==> src/rtl/ext_slow_mem_arbiter.sv <==
// Round-robin arbiter sharing one slow OBI memory between NMASTER masters.
// One transaction in flight; out-of-window accesses get an error response.
module ext_slow_mem_arbiter #(
   parameter int unsigned NMASTER    = 2,
   // EXT_SLAVE_START_ADDRESS of core_v_mini_mcu_pkg
   parameter logic [31:0] START_ADDR = 32'hF000_0000,
   parameter logic [31:0] SIZE       = 32'h200,
   parameter logic [31:0] ERR_RDATA  = 32'hBADCAB1E
) (
   input  logic                   clk_i,
   input  logic                   rst_ni,
   input  logic [NMASTER-1:0]     m_req_i,
   output logic [NMASTER-1:0]     m_gnt_o,
   input  logic [NMASTER*32-1:0]  m_addr_i,
   input  logic [NMASTER-1:0]     m_we_i,
   input  logic [NMASTER*4-1:0]   m_be_i,
   input  logic [NMASTER*32-1:0]  m_wdata_i,
   output logic [NMASTER-1:0]     m_rvalid_o,
   output logic [NMASTER*32-1:0]  m_rdata_o,
   output logic                   s_req_o,
   input  logic                   s_gnt_i,
   output logic [31:0]            s_addr_o,
   output logic                   s_we_o,
   output logic [3:0]             s_be_o,
   output logic [31:0]            s_wdata_o,
   input  logic                   s_rvalid_i,
   input  logic [31:0]            s_rdata_i,
   output logic                   busy_o,
   output logic                   err_o
);

   localparam int unsigned IW = $clog2(NMASTER);
   localparam int unsigned SW = IW + 1;
   localparam logic [32:0] LO = {1'b0, START_ADDR};
   localparam logic [32:0] HI = {1'b0, START_ADDR} + {1'b0, SIZE};

   typedef enum logic [1:0] {
      IDLE,
      REQ,
      RESP,
      ERR_RESP
   } state_t;

   state_t state_q, state_d;
   logic [IW-1:0] win_q, win_d;
   logic [IW-1:0] rr_q, rr_d;
   logic [IW-1:0] pick;
   logic [IW-1:0] nxt_ptr;
   logic [SW-1:0] sum;
   logic          found;
   logic          in_win;
   logic          gnt;
   logic          rv;
   logic [31:0]   rdata;

   logic [31:0] addr_a  [NMASTER];
   logic [31:0] wdata_a [NMASTER];
   logic [3:0]  be_a    [NMASTER];

   for (genvar g = 0; g < NMASTER; g++) begin : g_unpack
      assign addr_a[g]  = m_addr_i[g*32 +: 32];
      assign wdata_a[g] = m_wdata_i[g*32 +: 32];
      assign be_a[g]    = m_be_i[g*4 +: 4];
   end

   // 33-bit compare keeps a window ending at 2^32 from wrapping
   assign in_win = ({1'b0, addr_a[win_q]} >= LO) &&
                   ({1'b0, addr_a[win_q]} < HI);

   assign nxt_ptr = (win_q == IW'(NMASTER - 1)) ? '0 : win_q + 1'b1;
   assign busy_o  = (state_q != IDLE);

   always_comb begin
      pick  = '0;
      found = 1'b0;
      sum   = '0;
      for (int i = 0; i < NMASTER; i++) begin
         sum = {1'b0, rr_q} + SW'(i);
         if (sum >= SW'(NMASTER)) sum = sum - SW'(NMASTER);
         if (!found && m_req_i[sum[IW-1:0]]) begin
            found = 1'b1;
            pick  = sum[IW-1:0];
         end
      end
   end

   always_ff @(posedge clk_i or negedge rst_ni) begin
      if (!rst_ni) begin
         state_q <= IDLE;
         win_q   <= '0;
         rr_q    <= '0;
      end else begin
         state_q <= state_d;
         win_q   <= win_d;
         rr_q    <= rr_d;
      end
   end

   always_comb begin
      state_d   = state_q;
      win_d     = win_q;
      rr_d      = rr_q;
      s_req_o   = 1'b0;
      s_addr_o  = '0;
      s_we_o    = 1'b0;
      s_be_o    = '0;
      s_wdata_o = '0;
      gnt       = 1'b0;
      rv        = 1'b0;
      rdata     = '0;
      err_o     = 1'b0;
      unique case (state_q)
         IDLE: begin
            if (|m_req_i) begin
               win_d   = pick;
               state_d = REQ;
            end
         end
         REQ: begin
            if (in_win) begin
               s_req_o   = 1'b1;
               s_addr_o  = addr_a[win_q];
               s_we_o    = m_we_i[win_q];
               s_be_o    = be_a[win_q];
               s_wdata_o = wdata_a[win_q];
               if (s_gnt_i) begin
                  gnt     = 1'b1;
                  state_d = RESP;
               end
            end else begin
               gnt     = 1'b1;
               state_d = ERR_RESP;
            end
         end
         RESP: begin
            if (s_rvalid_i) begin
               rv      = 1'b1;
               rdata   = s_rdata_i;
               rr_d    = nxt_ptr;
               state_d = IDLE;
            end
         end
         ERR_RESP: begin
            rv      = 1'b1;
            rdata   = ERR_RDATA;
            err_o   = 1'b1;
            rr_d    = nxt_ptr;
            state_d = IDLE;
         end
         default: state_d = IDLE;
      endcase
   end

   always_comb begin
      m_gnt_o    = '0;
      m_rvalid_o = '0;
      m_rdata_o  = '0;
      for (int i = 0; i < NMASTER; i++) begin
         if (IW'(i) == win_q) begin
            m_gnt_o[i]           = gnt;
            m_rvalid_o[i]        = rv;
            m_rdata_o[i*32 +: 32] = rdata;
         end
      end
   end

endmodule

==> config.mk <==
export PLATFORM = sky130hd
export DESIGN_NAME = ext_slow_mem_arbiter
export DESIGN_NICKNAME = d
export VERILOG_FILES = /design/src/rtl/ext_slow_mem_arbiter.sv
export SDC_FILE = /design/constraint.sdc
export NUM_CORES = 1
export LEC_CHECK = 0
export ABC_AREA = 1
export CAP_MARGIN = 15
export CORE_AREA = 2 2 124 126
export CTS_CLUSTER_DIAMETER = 120
export DETAILED_ROUTE_END_ITERATION = 8
export DIE_AREA = 0 0 126 128
export PLACE_DENSITY_LB_ADDON = 0.08
export REMOVE_ABC_BUFFERS = 1
export SLEW_MARGIN = 20
export SYNTH_ARGS = -nofsm -noshare
export SYNTH_HDL_FRONTEND = slang
export SYNTH_SLANG_ARGS = --single-unit
export TNS_END_PERCENT = 1
==> constraint.sdc <==
create_clock -name clk_i -period 2.7 [get_ports clk_i]
set_clock_uncertainty 0.1 [all_clocks]
set_input_delay 0.81 -clock clk_i [delete_from_list [all_inputs] [get_ports clk_i]]
set_output_delay 0.81 -clock clk_i [all_outputs]
set_load 0.05 [all_outputs]
==> impl_metrics.json <==
{
  "dieArea_sq_mm": 0.0161,
  "hold_viol": 0,
  "path_max_fanout": 23,
  "instances_no_fill": 904,
  "drc": 0,
  "firstDrtPassIters": 3,
  "dp_hpwl_microns": 11900,
  "ys_warn_count": 0,
  "timing.hold.ws_ns": 0.380,
  "core_area_sq_mm": 0.0149,
  "power.density_mw_per_mm2": 672,
  "rr_worst_depth": 12,
  "rr_endpoint": "state_q[1]$_DFFE_PN0P_",
  "synth_xor_area_share_pct": 0,
  "cts_tree": "built",
  "muxShareOfSynthArea_pct": 21.1,
  "io_buffer_count": 296,
  "ios": 316,
  "area_growth_pct": 233,
  "tns_ns": -32.66,
  "finalWirelength_microns": 13600,
  "grt_overflow": 0,
  "syn_inst": 390,
  "synth_cell_types": 24,
  "maxCapViolCount": 0,
  "leakagePower_nw": 3.27,
  "worst-setup-path-type": "input port to primary output",
  "failed_checks": "setup timing",
  "filler_cell_count": 1436,
  "grt_pass1_wl_microns": 19700,
  "layout-drive-gt1-share_pct": 43.2,
  "dp.cells": 897,
  "period_minus_slack_ns": 3.35,
  "cts.reportedPaths.clkPinSlew_ns": 0.03,
  "antenna_found_initial": 4,
  "grt_pass1_vias": 3525,
  "post_cts.repair.setup_buffers": 0,
  "final_nets": 890,
  "cts_sinks": 4,
  "regToRegSetupSlack_ns": 0.82,
  "final_core_util_pct": 48.9,
  "min_period_over_period_pct": 124,
  "hp-start": "rr_q$_DFFE_PN0P_",
  "seq_area_frac_synth_pct": 4.59,
  "synth_top_family_by_area": "simple AND/OR/NAND/NOR gates",
  "synth_area_leaders": "mux2i_1 21%, nand2_1 14%, inv_1 12%",
  "synth_top_area_share_pct": 21.1,
  "setup_viol": 54,
  "routedWlPerCell_microns": 15.0,
  "synth-compound-area-share_pct": 10.3,
  "via_count": 3617,
  "critical_path_arrival_ns": 2.44,
  "grt_max_degree": 42,
  "fmax_mhz": 299,
  "synth_top_cell_by_area": "mux2i_1",
  "grt_util_all_layers_pct": 15.7,
  "htreeDepth": 1,
  "grt_setup_unrepaired": "yes",
  "register_area_sq_um": 104,
  "outcome": "complete, but fails checks",
  "hold_buffers": 0,
  "end_kind": "primary output",
  "synthAdderAreaFrac_pct": 0,
  "ant_nets": 0,
  "r2r_start": "win_q$_DFFE_PN0P_",
  "cts-root-buf": "clkbuf_16",
  "min_path_cells": 2,
  "clkLatencyLatePin_ns": 0.23,
  "synth_top_flop_cell": "dfrtp_1",
  "synth-simple-area-share_pct": 36.8,
  "syn_avg_cell_area_sq_um": 5.59,
  "hold_end": "rr_q$_DFFE_PN0P_",
  "routabilityCongestion": 0.795,
  "netlist_area_sq_mm": 0.00218,
  "synth_common_cells": "84 x nand2_1, 70 x inv_1, 46 x mux2i_1",
  "start_util_pct": 14.7,
  "multiInputGateArea_sq_mm": 0.00194,
  "post-place-ws_ns": -0.802,
  "cts_buffer_depth": 2,
  "hold_class": "flop to flop",
  "fp.dieW_microns": 126,
  "ys_ff_latch": 4,
  "cp-start-kind": "input port",
  "drt-initial-drc-count": 97,
  "irDropWorstVdd_mv": 0.379,
  "cts_buffers": 3,
  "async_flop_share_pct": 100,
  "die_y_microns": 128,
  "required_ns": 1.79,
  "synth_edf_count": 0,
  "num_rows": 45,
  "setup_ws_ns": -0.647,
  "drv_slew": 0,
  "vias_per_cell": 4.00,
  "synth.most_common_cell": "nand2_1"
}
==> sequential cells by signal, summed over array words and instances (netlist names) <==
register and flops:
state_q 2, win_q 1, rr_q 1
==> layout by cell type (no fill, tap or decap), types with 2 or more instances in the layout <==
cell,count
o21ai_1,2
clkbuf_16,3
a21oi_1,3
inv_1,56
buf_12,124
nand2_2,4
a21oi_4,5
nor2_1,9
conb_1,19
buf_6,4
inv_2,15
buf_4,45
nor2_4,11
dlygate4sd2_1,2
nor3_2,18
nor3_1,8
clkdlybuf4s50_1,164
nor2_2,42
dfrtp_1,3
nand2_1,80
mux2i_1,46
dlymetal6s2s_1,8
a21oi_2,32
diode_2,3
==> repair_timing <==
action	in CTS	in global routing
endpoints found under the setup margin	119	119
resized for setup	64	63
pin swaps	6	16
==> layout make-up <==
class | count | share of cell area [%]
clock buffers | 4 | 1.08
repair buffers | 348 | 63.7
flip-flops and latches | 4 | 1.43
well taps | 188 | 3.24
diodes | 3 | 0.103
inverters | 72 | 3.75
multi-input cells | 285 | 26.7
==> critical path: stages <==
cell and delay (ns):
clkdlybuf4s50_1 0.45, nand2_1 0.05, nand2_1 0.06, nand2_1 0.05
nor2_1 0.12, nand2_2 0.08, nor2_4 0.14, nand4_4 0.14
buf_12 0.21, nor2_2 0.15, buf_12 0.15
==> routing by layer <==
layer | GRT usage [%] | wire [microns] | vias up
met5 | 0 | 13 | -
met4 | 3.75 | 204 | 2
met3 | 6.84 | 1480 | 12
met2 | 31.6 | 7690 | 171
met1 | 14.3 | 4210 | 1620
li1 | - | - | 1812
==> kinds of logic after synthesis <==
family          after synthesis
simple gates                176
buf+inv                     119
mux                          46
compound gates               44
flops                         4
other cells                   1
==> metrics by stage <==
stage	total power, mW	instance area (sq um)
6_report	4.88	7270
5_1_grt	5.16	7270
4_1_cts	4.80	7050
3_5_place_dp	4.37	6770
3_3_place_gp	4.35	6770
2_1_floorplan	2.27	1930
==> report_power, final <==
group | internal [mW] | total [mW] | leakage, nW | switching, mW
registers | 0.0960 | 0.124 | 0.0468 | 0.0283
logic | 1.98 | 4.52 | 3.19 | 2.54
clock network | 0.195 | 0.241 | 0.0382 | 0.0458
total | 2.27 | 4.88 | 3.27 | 2.61
==> worst max path at each step <==
stage	start	to	slack (ns)	depth (start not counted)
detailed placement	m_addr_i[61]	s_wdata_o[20]	-0.80	11
finish	m_addr_i[29]	s_wdata_o[23]	-0.65	11
global route	m_addr_i[15]	s_wdata_o[23]	-0.79	12
global placement	m_addr_i[55]	s_wdata_o[20]	-0.80	12
floorplan	win_q$_DFFE_PN0P_	m_rdata_o[33]	-3.22	4
CTS	m_addr_i[21]	s_wdata_o[28]	-0.67	12
No activity file was read; power rests on OpenSTA's default activity.
